`src/rtl/imem_loader.sv`:
```
// imem_loader: writes a byte-streamed program image into the instruction memory of the
// MIPS core and holds the core's start input (PC clear) until the image is loaded.
//
// Frame: N[15:8], N[7:0], then 4*N data bytes, big-endian words (first byte -> [31:24]).
// Words are written from byte address 0 upward. N must satisfy 1 <= N <= DEPTH.
//
// Optional feature: define IMEM_LOADER_CHKSUM_EN to expect one trailing byte equal to
// the XOR of all data bytes. A mismatch ends in the error state with cpu_start held.
//
// Ports:
//   clk, rst       single clock, synchronous active-high reset
//   load_req       pulse: start a load (ignored while busy)
//   in_valid/in_data/in_ready   byte stream handshake (in_ready depends on state only)
//   imem_we/imem_addr/imem_wdata  instruction memory write port, one strobe per word
//   cpu_start      1 holds the core's PC at 0
//   busy/done/err  load status levels
//   words_loaded   words written in the current/last load
module imem_loader #(
    parameter int unsigned DEPTH = 256,
    parameter int unsigned CNT_W = 16
) (
    input  logic             clk,
    input  logic             rst,
    input  logic             load_req,
    input  logic             in_valid,
    input  logic [7:0]       in_data,
    output logic             in_ready,
    output logic             imem_we,
    output logic [31:0]      imem_addr,
    output logic [31:0]      imem_wdata,
    output logic             cpu_start,
    output logic             busy,
    output logic             done,
    output logic             err,
    output logic [CNT_W-1:0] words_loaded
);

    typedef enum logic [2:0] {
        StIdle,
        StLenHi,
        StLenLo,
        StData,
`ifdef IMEM_LOADER_CHKSUM_EN
        StChk,
`else
        StFlush,
`endif
        StDone,
        StErr
    } state_e;

    state_e            state_q, state_d;
    logic [7:0]        len_hi_q, len_hi_d;
    logic [15:0]       len_q, len_d;      // header count is always two bytes wide
    logic [23:0]       asm_q, asm_d;      // first three bytes of the word being built
    logic [1:0]        bcnt_q, bcnt_d;
    logic [CNT_W-1:0]  words_q, words_d;
    logic              we_q, we_d;
    logic [31:0]       addr_q, addr_d;
    logic [31:0]       wdata_q, wdata_d;
    logic              start_q, start_d;
    logic              busy_q, busy_d;
    logic              done_q, done_d;
    logic              err_q, err_d;
`ifdef IMEM_LOADER_CHKSUM_EN
    logic [7:0]        chk_q, chk_d;
`endif

    logic        accept;
    logic [15:0] n_rx;
    logic        len_ok;
    logic        last_word;

    always_comb begin
        in_ready = 1'b0;
        unique case (state_q)
            StLenHi, StLenLo, StData: in_ready = 1'b1;
`ifdef IMEM_LOADER_CHKSUM_EN
            StChk:                    in_ready = 1'b1;
`endif
            default:                  in_ready = 1'b0;
        endcase
    end

    assign accept    = in_valid & in_ready;
    assign n_rx      = {len_hi_q, in_data};
    assign len_ok    = (n_rx != 16'd0) && (32'(n_rx) <= DEPTH);
    // Index of the word being completed is words_q: the previous word's increment
    // always lands at least three cycles before the next word's fourth byte.
    assign last_word = (32'(words_q) + 32'd1) == 32'(len_q);

    always_comb begin
        state_d  = state_q;
        len_hi_d = len_hi_q;
        len_d    = len_q;
        asm_d    = asm_q;
        bcnt_d   = bcnt_q;
        words_d  = words_q;
        we_d     = 1'b0;
        addr_d   = addr_q;
        wdata_d  = wdata_q;
        start_d  = start_q;
        busy_d   = busy_q;
        done_d   = done_q;
        err_d    = err_q;
`ifdef IMEM_LOADER_CHKSUM_EN
        chk_d    = chk_q;
`endif

        // The count advances on the edge that completes a write.
        if (we_q) begin
            words_d = words_q + 1'b1;
        end

        unique case (state_q)
            StIdle, StDone, StErr: begin
                if (load_req) begin
                    state_d = StLenHi;
                    done_d  = 1'b0;
                    err_d   = 1'b0;
                    words_d = '0;
                    bcnt_d  = 2'd0;
                    busy_d  = 1'b1;
                    start_d = 1'b1;
`ifdef IMEM_LOADER_CHKSUM_EN
                    chk_d   = 8'd0;
`endif
                end
            end
            StLenHi: begin
                if (accept) begin
                    len_hi_d = in_data;
                    state_d  = StLenLo;
                end
            end
            StLenLo: begin
                if (accept) begin
                    len_d = n_rx;
                    if (len_ok) begin
                        state_d = StData;
                    end else begin
                        state_d = StErr;
                        err_d   = 1'b1;
                        busy_d  = 1'b0;
                    end
                end
            end
            StData: begin
                if (accept) begin
                    asm_d  = {asm_q[15:0], in_data};
                    bcnt_d = bcnt_q + 2'd1;
`ifdef IMEM_LOADER_CHKSUM_EN
                    chk_d  = chk_q ^ in_data;
`endif
                    if (bcnt_q == 2'd3) begin
                        we_d    = 1'b1;
                        addr_d  = 32'({words_q, 2'b00});
                        wdata_d = {asm_q, in_data};
                        if (last_word) begin
`ifdef IMEM_LOADER_CHKSUM_EN
                            state_d = StChk;
`else
                            state_d = StFlush;
`endif
                        end
                    end
                end
            end
`ifdef IMEM_LOADER_CHKSUM_EN
            StChk: begin
                if (accept) begin
                    busy_d = 1'b0;
                    if (in_data == chk_q) begin
                        state_d = StDone;
                        done_d  = 1'b1;
                        start_d = 1'b0;
                    end else begin
                        state_d = StErr;
                        err_d   = 1'b1;
                    end
                end
            end
`else
            // Last word's write is on the bus this cycle; finish as it completes.
            StFlush: begin
                state_d = StDone;
                done_d  = 1'b1;
                busy_d  = 1'b0;
                start_d = 1'b0;
            end
`endif
            default: state_d = StIdle;
        endcase
    end

    always_ff @(posedge clk) begin
        if (rst) begin
            state_q  <= StIdle;
            len_hi_q <= 8'd0;
            len_q    <= 16'd0;
            asm_q    <= 24'd0;
            bcnt_q   <= 2'd0;
            words_q  <= '0;
            we_q     <= 1'b0;
            addr_q   <= 32'd0;
            wdata_q  <= 32'd0;
            start_q  <= 1'b1;
            busy_q   <= 1'b0;
            done_q   <= 1'b0;
            err_q    <= 1'b0;
`ifdef IMEM_LOADER_CHKSUM_EN
            chk_q    <= 8'd0;
`endif
        end else begin
            state_q  <= state_d;
            len_hi_q <= len_hi_d;
            len_q    <= len_d;
            asm_q    <= asm_d;
            bcnt_q   <= bcnt_d;
            words_q  <= words_d;
            we_q     <= we_d;
            addr_q   <= addr_d;
            wdata_q  <= wdata_d;
            start_q  <= start_d;
            busy_q   <= busy_d;
            done_q   <= done_d;
            err_q    <= err_d;
`ifdef IMEM_LOADER_CHKSUM_EN
            chk_q    <= chk_d;
`endif
        end
    end

    assign imem_we      = we_q;
    assign imem_addr    = addr_q;
    assign imem_wdata   = wdata_q;
    assign cpu_start    = start_q;
    assign busy         = busy_q;
    assign done         = done_q;
    assign err          = err_q;
    assign words_loaded = words_q;

endmodule

```
`config.mk`:
```
export PLATFORM = sky130hd
export DESIGN_NAME = imem_loader
export DESIGN_NICKNAME = d
export VERILOG_FILES = /design/src/rtl/imem_loader.sv
export SDC_FILE = /design/constraint.sdc
export NUM_CORES = 1
export LEC_CHECK = 0
export ABC_AREA = 1
export BUFFER_PORTS_ARGS = -buffer_cell sky130_fd_sc_hd__buf_2
export CAP_MARGIN = 0
export CORE_MARGIN = 10
export CORE_UTILIZATION = 51
export DETAILED_ROUTE_END_ITERATION = 8
export GPL_ROUTABILITY_DRIVEN = 0
export HOLD_SLACK_MARGIN = 0.03
export PLACE_DENSITY = 0.73
export SLEW_MARGIN = 20
export SYNTH_ARGS = -nofsm -noshare
export SYNTH_HDL_FRONTEND = slang
export SYNTH_SLANG_ARGS = --single-unit
```
`constraint.sdc`:
```
create_clock -name clk -period 2.1 [get_ports clk]
set_clock_uncertainty 0.05 [all_clocks]
set_input_delay 0.42 -clock clk [delete_from_list [all_inputs] [get_ports clk]]
set_output_delay 0.42 -clock clk [all_outputs]
set_load 0.01 [all_outputs]
```
==> flow_summary.yaml <==
placement:
  hpwl_mm: 9.67
  dp_slack_ns: 0.00671
  io_buffers: 81
die:
  rows: 36
  die-width_um: 121
  ioPinCount: 98
  core_region_area_um2: 9860
  initial_core_util: 0.527
  dieArea_um2: 14600
  die_h_um: 121
synthesis:
  synth_top_area_cell: "dfxtp_1"
  netlist_top_cells_count: "nor2_1 (131), dfxtp_1 (122), o21ai_0 (105)"
  synth_ff_type: "dfxtp_1"
  synth.area.top_cells: "dfxtp_1 (47%), o21ai_0 (10%), nor2_1 (9.5%)"
  yosysMostFrequentCell: "nor2_1"
  seq_area_frac_synth: 0.470
  synthCells: 700
  ys_types: 30
  netlist_area_um2: 5200
  yosys_warnings: 0
  synth_top_area_frac: 0.470
  postSynthAreaPerCell_um2: 7.43
  async_reset_ff_frac: 0
  synth-edff-count: 0
  ys_seq_elements: 122
drt:
  firstDrtPassIters: 5
  final_antenna_net_count: 0
  drc: 0
  vias: 4983
  routed_via_density: 5.29
  wire_per_inst_um: 14.9
  drt_iter0_markers: 386
  routed_wl_mm: 14.1
sta:
  tightestPinTransition_ns: 0.593
  finalHoldViolations: 0
  period_share: 0.956
  rsz0062_at_grt: "yes"
  slew_violations: 0
  min_period_ns: 2.01
  hold_slack_ns: 0.101
  slew_headroom: 0.601
  setup_viol: 0
  fmax_ghz: 0.498
  setup_ws_ns: 0.0915
critical_path:
  critPathRequiredTime_ns: 2.51
  worstSetupStartpointType: "flop"
  worstSetupPathType: "reg -> reg"
  cp_common_cell: "nand2_1"
  worstPathArrival_ns: 2.42
  cp_slowest_cell: "dfxtp_2"
  crit_chain: "ha_4 -> nand2_4 -> nor2_4 -> nand3_1 -> nand3_1 -> nand3_1 -> nor2_1 -> nand2_1 -> nor2_1 -> nand2_1 -> nand2_2 -> nand2_2 -> nand2_1 -> nand2_1 -> nor2_1"
  crit_path_end_kind: "flop"
  critPathBufInv: 0
  critPathTopFamily: "simple AND/OR/NAND/NOR gates"
  worstPathMaxFanout: 7
  slowest_delay_ns: 0.36
  ff2ff_setup_slack_ns: 0.09
clock_network:
  htreeDepth: 4
  cts.sinks: 122
  worstSkewPairLatency_ns: 0.53
  cts.reportedPaths.clkPinSlew_ns: 0.06
  cts_root_buf: "clkbuf_8"
  cts_buffer_depth: 2
  numCtsBuffers: 17
  cts_tree: "yes"
  ctsHoldBuffers: 0
global_routing:
  grt_overflow: 0
  grt_pass1_wl_mm: 22.9
  antenna_found_initial: 0
  grt_max_degree: 64
  grt_pass1_vias: 4756
  groute.usage.overall: 0.191
final_layout:
  diodes: 0
  nFillCells: 848
  drive_above_1_share: 0.236
  area_growth_pct: 24.3
  nNetsFinal: 810
job:
  maxCapViolCount: 0
power_and_ir_drop:
  power_density_nw_per_um2: 981
  leakagePower_nw: 3.12
  vdd_drop_max_v: 0.000507
min_path:
  hold_path.class: "in -> reg"
run_status:
  outcome: "complete, no violations"
routing by layer:
layer | global-route usage | routed length [µm] | part of all wire
met5 | 0 | 0 | 0
met4 | 0.0754 | 290 | 0.021
met3 | 0.0619 | 1200 | 0.085
met2 | 0.305 | 6610 | 0.47
met1 | 0.232 | 5970 | 0.42
worst paths after layout:
path	start	to	depth (start not counted)
setup reg to reg	words_loaded[1]	state_q[1]	15
setup / recovery	words_loaded[1]	state_q[1]	15
hold / removal	rst	state_q[2]	2
hold reg to reg	done	done	2
worst register-to-register path, stage by stage, from the launching register on:
cell	delay, ns
dfxtp_2	0.36
ha_4	0.18
nand2_4	0.07
nor2_4	0.18
nand3_1	0.15
nand3_1	0.11
nand3_1	0.08
nor2_1	0.12
nand2_1	0.08
nor2_1	0.09
nand2_1	0.08
nand2_2	0.09
nand2_2	0.07
nand2_1	0.07
nand2_1	0.05
nor2_1	0.09
sequential cells by signal, summed over array words and instances, names as in the netlist:
name,flops
cpu_start,1
imem_addr,16
len_q,16
bcnt_q,2
asm_q,24
imem_wdata,32
len_hi_q,8
busy,1
state_q,3
err,1
done,1
imem_we,1
words_loaded,16
cell usage in the layout, fill, tap and decap left out, drive strengths merged, types with 9 or more instances in the layout:
master  count
nor2      141
dfxtp     122
o21ai     109
buf       108
nand2      83
inv        66
a21oi      59
nand3      34
clkbuf     20
conb       16
nand4       9
final cells by class:
| cell class | instances | area, µm² | share of cell area |
|---|---|---|---|
| Sequential cell | 122 | 2460 | 0.381 |
| Clock buffer | 20 | 435 | 0.0674 |
| Inverter | 67 | 251 | 0.0389 |
| Timing Repair Buffer | 108 | 641 | 0.0991 |
| Multi-Input combinational cell | 480 | 2400 | 0.372 |
| Tap cell | 133 | 166 | 0.0257 |
| Clock inverter | 12 | 101 | 0.0157 |
cells by family (layout without fill, tap and decap cells):
| group | Yosys count | count (layout) | share of synthesized area |
|---|---|---|---|
| fa+ha+maj | 2 | 2 | 0.00481 |
| other cells | 1 | 16 | 0.000721 |
| buf+inv | 113 | 207 | 0.0967 |
| xor+xnor | 8 | 8 | 0.0188 |
| flops | 122 | 122 | 0.470 |
| simple gates | 271 | 271 | 0.226 |
| compound gates | 183 | 183 | 0.184 |
where the power goes:
group | internal, mW | switching, mW
clock network | 1.59 | 1.04
logic | 0.357 | 0.676
registers | 2.53 | 0.158
total | 4.47 | 1.87
timing repair:
action	in CTS	in global routing
cloned	0	0
endpoints found under the setup margin	1	12
setup buffers	0	5
resized for setup	1	39
pin swaps	1	22
per-stage QoR:
step | power, mW | instances | TNS, ns | area (µm²) | util
finish | 6.34 | 942 | 0 | 6460 | 0.655
global route | 6.66 | 942 | -0.102 | 6460 | 0.655
CTS | 6.34 | 937 | 0 | 6310 | 0.639
detailed placement | 3.72 | 905 | 0 | 5770 | 0.585
global placement | 3.68 | 905 | 0 | 5770 | 0.585
floorplan | 3.43 | 715 | 0 | 5260 | -
Note: power is estimated with default switching activity, not from simulation.
